===== config.mk =====
export PLATFORM = sky130hd
export DESIGN_NAME = tlb_lookup_arbiter
export DESIGN_NICKNAME = d
export VERILOG_FILES = /design/src/rtl/tlb_lookup_arbiter.sv
export SDC_FILE = /design/constraint.sdc
export NUM_CORES = 1
export LEC_CHECK = 0
export CAP_MARGIN = 15
export CORE_AREA = 2 2 153 95
export DETAILED_ROUTE_END_ITERATION = 8
export DIE_AREA = 0 0 155 97
export PLACE_DENSITY = 0.81
export SETUP_SLACK_MARGIN = 0.3
export SLEW_MARGIN = 20
export SYNTH_ARGS = -nofsm -noshare
export SYNTH_HDL_FRONTEND = slang
export SYNTH_SLANG_ARGS = --single-unit

===== constraint.sdc =====
create_clock -name clk -period 3.31 [get_ports clk]
set_clock_uncertainty 0.05 [all_clocks]
set_input_delay 0.331 -clock clk [delete_from_list [all_inputs] [get_ports clk]]
set_output_delay 0.331 -clock clk [all_outputs]
set_load 0.1 [all_outputs]

===== src/rtl/tlb_lookup_arbiter.sv =====
// Arbitrates the single JTLB search port between I-side refill, D-side refill and CP0 TLBP,
// holding the key for a fixed latency and returning the sampled result with a one-cycle pulse.
module tlb_lookup_arbiter #(
  parameter int ENTRY_W    = 86,
  parameter int IDX_W      = 4,
  parameter int LOOKUP_LAT = 1
) (
  input  logic               clk,
  input  logic               rst,
  input  logic               flush,
  input  logic [7:0]         asid,
  input  logic               i_req,
  input  logic [18:0]        i_vpn2,
  output logic               i_resp,
  input  logic               d_req,
  input  logic [18:0]        d_vpn2,
  output logic               d_resp,
  input  logic               p_req,
  input  logic [18:0]        p_vpn2,
  output logic               p_resp,
  output logic [18:0]        tlb_s_vpn2,
  output logic [7:0]         tlb_s_asid,
  input  logic               tlb_s_found,
  input  logic [IDX_W-1:0]   tlb_s_index,
  input  logic [ENTRY_W-1:0] tlb_s_entry,
  output logic               resp_found,
  output logic [IDX_W-1:0]   resp_index,
  output logic [ENTRY_W-1:0] resp_entry,
  output logic               busy
);

  typedef enum logic [1:0] {S_IDLE, S_LOOKUP, S_RESP} state_e;
  typedef enum logic [1:0] {OWN_NONE, OWN_I, OWN_D, OWN_P} owner_e;

  localparam logic [1:0] CNT_LAST = 2'(LOOKUP_LAT - 1);

  state_e             state_q;
  owner_e             owner_q;
  owner_e             owner_d;
  logic [1:0]         cnt_q;
  logic               rr_last_q;   // 1 = D was the last I/D grant
  logic               drop_q;
  logic [18:0]        key_vpn2_q;
  logic [7:0]         key_asid_q;
  logic [18:0]        sel_vpn2;
  logic               owner_req;
  logic               resp_ok;
  logic               resp_found_q;
  logic [IDX_W-1:0]   resp_index_q;
  logic [ENTRY_W-1:0] resp_entry_q;

  // Probe has absolute priority; I/D alternate only when both are pending.
  always_comb begin
    owner_d  = OWN_NONE;
    sel_vpn2 = '0;
    if (p_req) begin
      owner_d  = OWN_P;
      sel_vpn2 = p_vpn2;
    end else if (i_req && (!d_req || rr_last_q)) begin
      owner_d  = OWN_I;
      sel_vpn2 = i_vpn2;
    end else if (d_req) begin
      owner_d  = OWN_D;
      sel_vpn2 = d_vpn2;
    end
  end

  always_comb begin
    owner_req = 1'b0;
    case (owner_q)
      OWN_I:   owner_req = i_req;
      OWN_D:   owner_req = d_req;
      OWN_P:   owner_req = p_req;
      default: owner_req = 1'b0;
    endcase
  end

  always_ff @(posedge clk or negedge rst) begin
    if (!rst) begin
      state_q      <= S_IDLE;
      owner_q      <= OWN_NONE;
      cnt_q        <= '0;
      rr_last_q    <= 1'b1;
      drop_q       <= 1'b0;
      key_vpn2_q   <= '0;
      key_asid_q   <= '0;
      resp_found_q <= 1'b0;
      resp_index_q <= '0;
      resp_entry_q <= '0;
    end else begin
      case (state_q)
        S_IDLE: begin
          if (!flush && owner_d != OWN_NONE) begin
            key_vpn2_q <= sel_vpn2;
            key_asid_q <= asid;
            owner_q    <= owner_d;
            cnt_q      <= '0;
            drop_q     <= 1'b0;
            state_q    <= S_LOOKUP;
            if (owner_d == OWN_I) rr_last_q <= 1'b0;
            else if (owner_d == OWN_D) rr_last_q <= 1'b1;
          end
        end
        S_LOOKUP: begin
          if (flush) begin
            state_q <= S_IDLE;
            owner_q <= OWN_NONE;
          end else begin
            if (!owner_req) drop_q <= 1'b1;
            if (cnt_q == CNT_LAST) begin
              resp_found_q <= tlb_s_found;
              resp_index_q <= tlb_s_index;
              resp_entry_q <= tlb_s_entry;
              state_q      <= S_RESP;
            end else begin
              cnt_q <= cnt_q + 2'd1;
            end
          end
        end
        S_RESP: begin
          state_q <= S_IDLE;
          owner_q <= OWN_NONE;
        end
        default: begin
          state_q <= S_IDLE;
          owner_q <= OWN_NONE;
        end
      endcase
    end
  end

  // A response is withheld if the owner let go of its request at any point.
  assign resp_ok    = (state_q == S_RESP) && owner_req && !drop_q;
  assign i_resp     = resp_ok && (owner_q == OWN_I);
  assign d_resp     = resp_ok && (owner_q == OWN_D);
  assign p_resp     = resp_ok && (owner_q == OWN_P);

  assign tlb_s_vpn2 = key_vpn2_q;
  assign tlb_s_asid = key_asid_q;
  assign resp_found = resp_found_q;
  assign resp_index = resp_index_q;
  assign resp_entry = resp_entry_q;
  assign busy       = (state_q != S_IDLE);

endmodule

Word-level counts from Yosys, hierarchy flattened
Index checks and enable logic that the tools add are counted.
Widths: inputs -> output; s select.
- add/subtract/negate cells: 1
- multipliers: 0
- div/mod/pow operators: 0
- $lt $le $gt $ge: 0
- equal/unequal tests: 13
- shift operators: 0
- multiplexer cells: 24
- bitwise logic cells: 1
- reduce and logical (&&, ||, !) cells: 24
- operators by type and width (operator ; number):
    $mux 19 ; 3
    $mux 2 ; 11
    $pmux 2 s2 ; 3
    $ne 2x2->1 const B ; 5
    $eq 2x2->1 const B ; 4
    $reduce_and 4->1 ; 2
    $reduce_bool 2->1 ; 4
    $logic_and 1x1->1 ; 7
    $eq 2x1->1 const B ; 3
    $reduce_and 2->1 ; 3
    $reduce_and 3->1 ; 2
    $mux 1 ; 5
    $logic_not 2->1 ; 2
    $logic_not 1->1 ; 3
    $ne 3x3->1 const B ; 1
    $pmux 1 s3 ; 1
    $add 2x1->2 const B ; 1
    $pmux 1 s2 ; 1
    $logic_or 1x1->1 ; 1
    $not 1->1 ; 1
- register bits after elaboration: 126
- bits in latches: 0
- memory bits (writable): 0
- ROM bits: 0
- logic and storage cells: 73
- memories: 0

Longest topological paths before layout
Gate-level depths: netlist (run 1).
- depth after elaboration: 9
- mapped depth: 9
- mapped depth without buffers: 6

Worst setup path after synthesis (run 1)
OpenSTA, ideal clock, no wires.
- kind: register -> output
- start: register owner_q[0]
- end: output port d_resp
- arrival time: 3541 ps
- required time: 2929 ps
- setup slack: -612 ps
- stages on the path, launching flop included: 3
- path buffers: 0
- cells stage by stage: dfrtp_1 and3b_1 nor4bb_1
- word-level cells in the longest chain between the ends: 5
- elaborated cells on any way between the ends: 7
- those cells by class: eq/ne (3); mux (1); reduce/logical (3)
- RTL lines (what ; line ; text):
    start, declared ; 38 ; owner_e owner_q;
    start signal, assigned ; 96 ; owner_q <= owner_d;
    $eq 2x2->1 (tied with other cells) ; 70 ; case (owner_q)
    $pmux 1 s3 ; 70 ;
    $logic_and 1x1->1 (2 in a row) ; 133 ; assign resp_ok = (state_q == S_RESP) && owner_req && !drop_q;
    $logic_and 1x1->1 (*) ; 135 ; assign d_resp = resp_ok && (owner_q == OWN_D);
    end, declared ; 17 ; output logic d_resp,
Every way passes the cells marked *; elsewhere a longest branch is shown, timed or not.

Worst setup path in the final report (run 1)
- start: register key_vpn2_q[8], in the netlist tlb_s_vpn2[8]
- end: output port tlb_s_vpn2[8]
- RTL lines (what ; line ; text):
    start, declared ; 43 ; logic [18:0] key_vpn2_q;
    start signal, assigned ; 94 ; key_vpn2_q <= sel_vpn2;
    end, declared ; 21 ; output logic [18:0] tlb_s_vpn2,
No word-level cell between the ends.

==> reports/qor.yml, run 1 <==
final_layout:
  area_growth_pct: 65.7
  fin_nets: 841
  drive_gt1_frac: 0.132
  fillCellCount: 1019
  n_antenna_cell: 0
  regArea_um2: 3150
  fin_util: 0.662
  multi_input_area_um2: 2010
synth:
  synthTopCellsByArea: "dfrtp_1 58%, mux2_1 16%, a32oi_1 3.1%"
  netlist.area_leader.share: 0.580
  seq_area_frac_synth: 0.585
  synth-async-reset-ratio: 1.00
  synthSimpleGateAreaFrac: 0.0828
  synth-xor-area-share: 0
  syn_area_um2: 5390
  synth-main-ff-cell: "dfrtp_1"
  synth_top_family_by_area: "multiplexers"
  synthMuxAreaShare: 0.198
  yosys.cell_count.top_type: "dfrtp_1"
  synth_commonest_cells: "125 x dfrtp_1, 79 x mux2_1, 35 x nand2_1, 19 x a32oi_1, 19 x nand3_1"
  synth_warnings: 0
  synth_cell_types: 38
  syn-num-nets: 557
  synth_compound_area_frac: 0.0810
  synth_cells: 392
  synth.ff_latch_count: 126
  avgSynthCellArea_um2: 13.8
  synth_fa_ha_area_frac: 0.00696
  synth_area_leader_cell: "dfrtp_1"
  synth_enable_flop_cells: 0
die:
  rows: 33
  fp.dieH_um: 97
  die_area_um2: 15000
  start_util: 0.399
  die_width_um: 155
  io-pin-count: 284
  core_um2: 13500
global_route:
  grt_pass1_vias: 4632
  grt_use_total: 0.208
  grt_max_degree: 52
  grt.overflow.total: 0
  grt_antenna_before_repair: 0
  grt_pass1_wl_um: 24700
route:
  drt_iter0_drc: 176
  wl_per_cell_um: 17.6
  vias: 4308
  drc_errors: 0
  viasPerCell: 4.99
  drt-pass1-iter-count: 5
  drt.antenna.violating_nets: 0
  drt_wl_total_um: 15200
worst_setup_path:
  crit_family: "buffers and inverters"
  cpPeakStageDelay_ns: 1.17
  r2r_slack_ns: 1.03
  setup.worst_path.class: "flip-flop to output pin"
  path_cells: "clkdlybuf4s50_1"
  cp-end-kind: "output pin"
  rr_startpoint: "rr_last_q$_DFFE_PN1P_"
  critical_path_buf_inv_count: 1
  r2r_cells: 6
  crit_path_top_delay_cell: "clkdlybuf4s50_1"
  cp-start-kind: "flip-flop"
  crit_required_ns: 2.93
  timing.rr.end: "tlb_s_vpn2[0]$_DFFE_PN0P_"
  crit_fanout: 2
  crit_arrival_ns: 1.94
clock_tree:
  tritoncts: "done"
  cts.repair.resized: 0
  insertion_delay_ns: 0.39
  clock-root-buffer: "clkbuf_16"
  clk_pin_slew_ns: 0.06
  clockBufferDepth: 2
  cts_setup_buffers: 0
  cts_made_buffers: 17
  clock-sinks: 126
  htreeDepth: 4
timing:
  worst_pin_slew_ns: 1.03
  hold_viol: 0
  hold_slack_ns: 0.425
  fin_crit_ns: 2.32
  final.setup.tns_ns: 0
  setup_violations: 0
  timing.final.crit_share: 0.701
  setup_slack_ns: 0.990
  rsz0062_at_grt: "false"
  maxSlewHeadroom: 0.309
  max_freq_mhz: 431
  slew_viol_final: 0
worst_hold_path:
  hold_path_depth: 3
  hold_end: "tlb_s_asid[1]$_DFFE_PN0P_"
  hp-class: "primary input to flip-flop"
  min_from: "asid[1]"
placed_design:
  place_congestion: 0.796
  dp_hpwl_um: 11500
  pre_cts_slack_ns: 0.669
  port_buffers: 283
flow_run:
  maxCapViolations: 0
run_status:
  status: "finished clean"
flip-flops by register name (all words and copies together), names as in the netlist:
register and count:
resp_entry 86, tlb_s_vpn2 19, tlb_s_asid 8, resp_index 4
cnt_q 2, owner_q 2, state_q 2, drop_q 1
resp_found 1, rr_last_q 1
cells in the final DEF (no fill, tap or decap), types with 2 or more instances in the layout:
cell             Yosys  routed
a221oi_1             2       2
ha_1                 3       3
bufinv_16            0       3
clkinv_2             0       4
nor2_1               5       5
a21oi_1              2       2
buf_12               1       2
mux2_1              79      79
nand2_1             35      35
mux2i_1              2       2
buf_4                2      14
inv_6                0       2
nand2b_1             4       4
nand3_1             19      19
dfrtp_1            125     125
o211ai_1             8       8
clkinvlp_4           0       2
nand2_2             11      11
clkbuf_16            0      17
inv_1                5       5
mux2_2              14      14
o211ai_2            11      11
a32oi_1             19      19
o21bai_1             2       2
clkdlybuf4s50_1      0     278
clkinv_4             0       3
layer usage:
| metal | share of wire | up-vias | GRT usage |
|---|---|---|---|
| met3 | 0.087 | 16 | 0.0847 |
| li1 | - | 1983 | - |
| met5 | 0 | - | 0 |
| met1 | 0.42 | 2134 | 0.258 |
| met4 | 0.014 | 0 | 0.0541 |
| met2 | 0.48 | 175 | 0.337 |
kinds of logic (layout without fill, tap and decap cells):
family                   after synthesis  after routing
AND/OR/NAND/NOR                       85             85
flip-flops                           126            126
adder cells (fa/ha/maj)                3              3
buffers and inverters                 35            331
AO/OA/AOI/OAI                         48             48
multiplexers                          95             95
timing repair:
item,4_1_cts,5_1_grt
endpoints found under the setup margin,0,0
endpoints found under the hold margin,48,0
hold buffers,1,0
final cells by class:
class	instances	area share
Clock buffer	17	0.0476
Sequential cell	126	0.353
Inverter	5	0.00210
Clock inverter	14	0.0189
Tap cell	175	0.0245
Timing Repair Buffer	295	0.329
Multi-Input combinational cell	231	0.225
stage by stage:
stage,std cells,instance area (um2)
after global routing,863,8940
after CTS,863,8940
after floorplan,392,5410
after detailed placement,831,8330
after global placement,831,8330
final,863,8940
worst max path at each step:
stage / cells past startpoint / endpoint / slack [ns] / start
6_report: 1 / tlb_s_vpn2[8] / 0.99 / tlb_s_vpn2[8]$_DFFE_PN0P_
5_1_grt: 6 / tlb_s_vpn2[4]$_DFFE_PN0P_ / 0.91 / rr_last_q$_DFFE_PN1P_
4_1_cts: 1 / tlb_s_vpn2[8] / 0.97 / tlb_s_vpn2[8]$_DFFE_PN0P_
3_5_place_dp: 7 / tlb_s_vpn2[0]$_DFFE_PN0P_ / 0.67 / d_req
3_3_place_gp: 7 / tlb_s_vpn2[4]$_DFFE_PN0P_ / 0.79 / d_req
2_1_floorplan: 2 / d_resp / 0.50 / owner_q[0]$_DFFE_PN0P_
Power of run 1 is not shown: default switching activity piles up to over one toggle a cycle in this logic, so the estimate is an artifact.
==> run 2: changes to the inputs <==
- CORE_AREA: 2 2 153 95 -> 2 2 162 100
- DIE_AREA: 0 0 155 97 -> 0 0 164 102
- PLACE_DENSITY: 0.81 -> 0.76
- clock period: 3.31 -> 2.1 ns (I/O delays scaled with it)
==> reports/qor.yml, run 2 (synthesis results as in run 1) <==
final_layout:
  largest_reg_flops: 86  # unchanged
  fin_cells: 930  # +7.8%
  design_area_um2: 9400  # +5.1%
  area_growth_pct: 74.2
  fillCellCount: 1169  # +15%
  final_cell_mix: "160 x clkdlybuf4s50_1, 142 x buf_4, 123 x dfrtp_1, 66 x mux2_1, 30 x nand2_1"
  n_antenna_cell: 0  # unchanged
  final_common_cell: "clkdlybuf4s50_1"
  drive_gt1_frac: 0.380  # +0.247
  fin_nets: 879  # +4.5%
clock_tree:
  clk_pin_slew_ns: 0.06  # about the same
  htreeDepth: 4  # unchanged
  clock-root-buffer: "clkbuf_16"
  cts_made_buffers: 17  # unchanged
  insertion_delay_ns: 0.40  # about the same
  tritoncts: "done"
  clock-sinks: 126  # unchanged
  clockBufferDepth: 2  # unchanged
die:
  die_width_um: 164  # +5.8%
  core_um2: 15200  # +13%
  rows: 35  # +6.1%
  io-pin-count: 284  # unchanged
  fp.dieH_um: 102  # +5.2%
  die_area_um2: 16700  # +11%
  start_util: 0.355  # -0.0445
timing:
  timing.final.crit_share: 0.942
  slew_viol_final: 0  # unchanged
  hold_viol: 0  # unchanged
  maxSlewHeadroom: 0.633  # +0.324
  max_freq_mhz: 506
  fin_crit_ns: 1.98
  rsz0062_at_grt: "true"
  worst_pin_slew_ns: 0.551  # -0.483 ns
  hold_slack_ns: 0.287  # -0.138 ns
  final.setup.tns_ns: 0  # unchanged
  setup_violations: 0  # unchanged
worst_setup_path:
  cp-start-kind: "flip-flop"
  setup.worst_path.class: "flip-flop to flip-flop"
  crit_required_ns: 2.33  # -0.60 ns
  cp-end-kind: "flip-flop"
  crit_arrival_ns: 2.21  # +0.27 ns
  crit_fanout: 7  # +5
route:
  vias: 4511  # +4.7%
  drt_wl_total_um: 16800  # +11%
  drt_iter0_drc: 264  # +50%
  wl_per_cell_um: 18.0  # +2.7%
  drt.antenna.violating_nets: 0  # unchanged
  drt-pass1-iter-count: 4  # -1
  drc_errors: 0  # unchanged
  viasPerCell: 4.85  # -2.8%
global_route:
  grt_max_degree: 48  # -7.7%
  grt_antenna_before_repair: 0  # unchanged
  grt_pass1_vias: 4787  # +3.3%
  grt_use_total: 0.190  # -0.0175
  grt.overflow.total: 0  # unchanged
  grt_pass1_wl_um: 24500  # -0.84%
worst_hold_path:
  hp-class: "primary input to asynchronous set/reset pin"
run_status:
  status: "finished clean"
flow_run:
  maxCapViolations: 0  # unchanged
placed_design:
  dp_hpwl_um: 11500  # +0.61%
  placed_cells: 871  # +4.8%
  port_buffers: 283  # unchanged
  placedInstanceArea_um2: 8300  # -0.36%
  place_congestion: 0.809  # +1.6%
-- run 2: cell types whose count changed in the layout (fill, tap and decap cells not counted), moves of 6 or more --
cell,change
mux2_1,-13
mux2_2,-6
buf_6,+11
mux2_4,+19
buf_4,+128
clkdlybuf4s50_1,-118
buf_12,+10
-- run 2: worst paths after layout --
kind / depth (start not counted) / slack [ns] / to / start
worst max register to register: 6 / 0.12 / tlb_s_vpn2[4]$_DFFE_PN0P_ / rr_last_q$_DFFE_PN1P_
min in group clk: 3 / 0.30 / tlb_s_asid[2]$_DFFE_PN0P_ / asid[2]
max in group asynchronous: 3 / 1.06 / resp_entry[44]$_DFFE_PN0P_ / rst
worst min register to register: 1 / 0.44 / resp_entry[14]$_DFFE_PN0P_ / resp_entry[14]$_DFFE_PN0P_
worst max-delay path: 6 / 0.12 / tlb_s_vpn2[4]$_DFFE_PN0P_ / rr_last_q$_DFFE_PN1P_
worst min-delay path: 2 / 0.29 / tlb_s_vpn2[7]$_DFFE_PN0P_ / rst
-- run 2: metal layers --
metal / share of wire / vias to the layer above / global-route usage / wire, um
li1: - / 2076 / - / -
met1: 0.45 / 2219 / 0.251 / 7620
met2: 0.46 / 202 / 0.304 / 7720
met3: 0.074 / 14 / 0.0625 / 1250
met4: 0.011 / 0 / 0.0520 / 177
met5: 0 / - / 0 / 0
-- run 2: cell type report --
cell class | instances | area (um2) | share of cell area
Clock inverter | 13 | 155 | 0.0165
Sequential cell | 126 | 3160 | 0.336
Timing Repair Buffer | 331 | 3160 | 0.336
Multi-Input combinational cell | 233 | 2220 | 0.236
Clock buffer | 19 | 433 | 0.0461
Inverter | 5 | 18.8 | 0.00200
Tap cell | 203 | 254 | 0.0270
-- run 2: critical path, cell delays in order (launching register included) --
cell and delay, ns:
dfstp_2 0.55, nand2b_4 0.14, a21oi_4 0.07, ha_4 0.19
or4_4 0.65, nand2_1 0.12, o211ai_1 0.08
-- run 2: per-stage QoR --
step | util | worst slack (ns)
3_5_place_dp | 0.546 | -0.268
4_1_cts | 0.598 | 0.183
6_report | 0.618 | 0.123
5_1_grt | 0.618 | 0.0748
3_3_place_gp | 0.546 | -0.203
2_1_floorplan | - | -0.0589
-- run 2: timing repair --
action | 4_1_cts | 5_1_grt
hold buffers | 1 | 0
endpoints found under the setup margin | 86 | 104
pin swaps | 5 | 26
hold endpoints to repair | 36 | 0
gates cloned | 2 | 5
setup buffers | 10 | 9
resized for setup | 9 | 44
Power of run 2 is left out for the same reason.
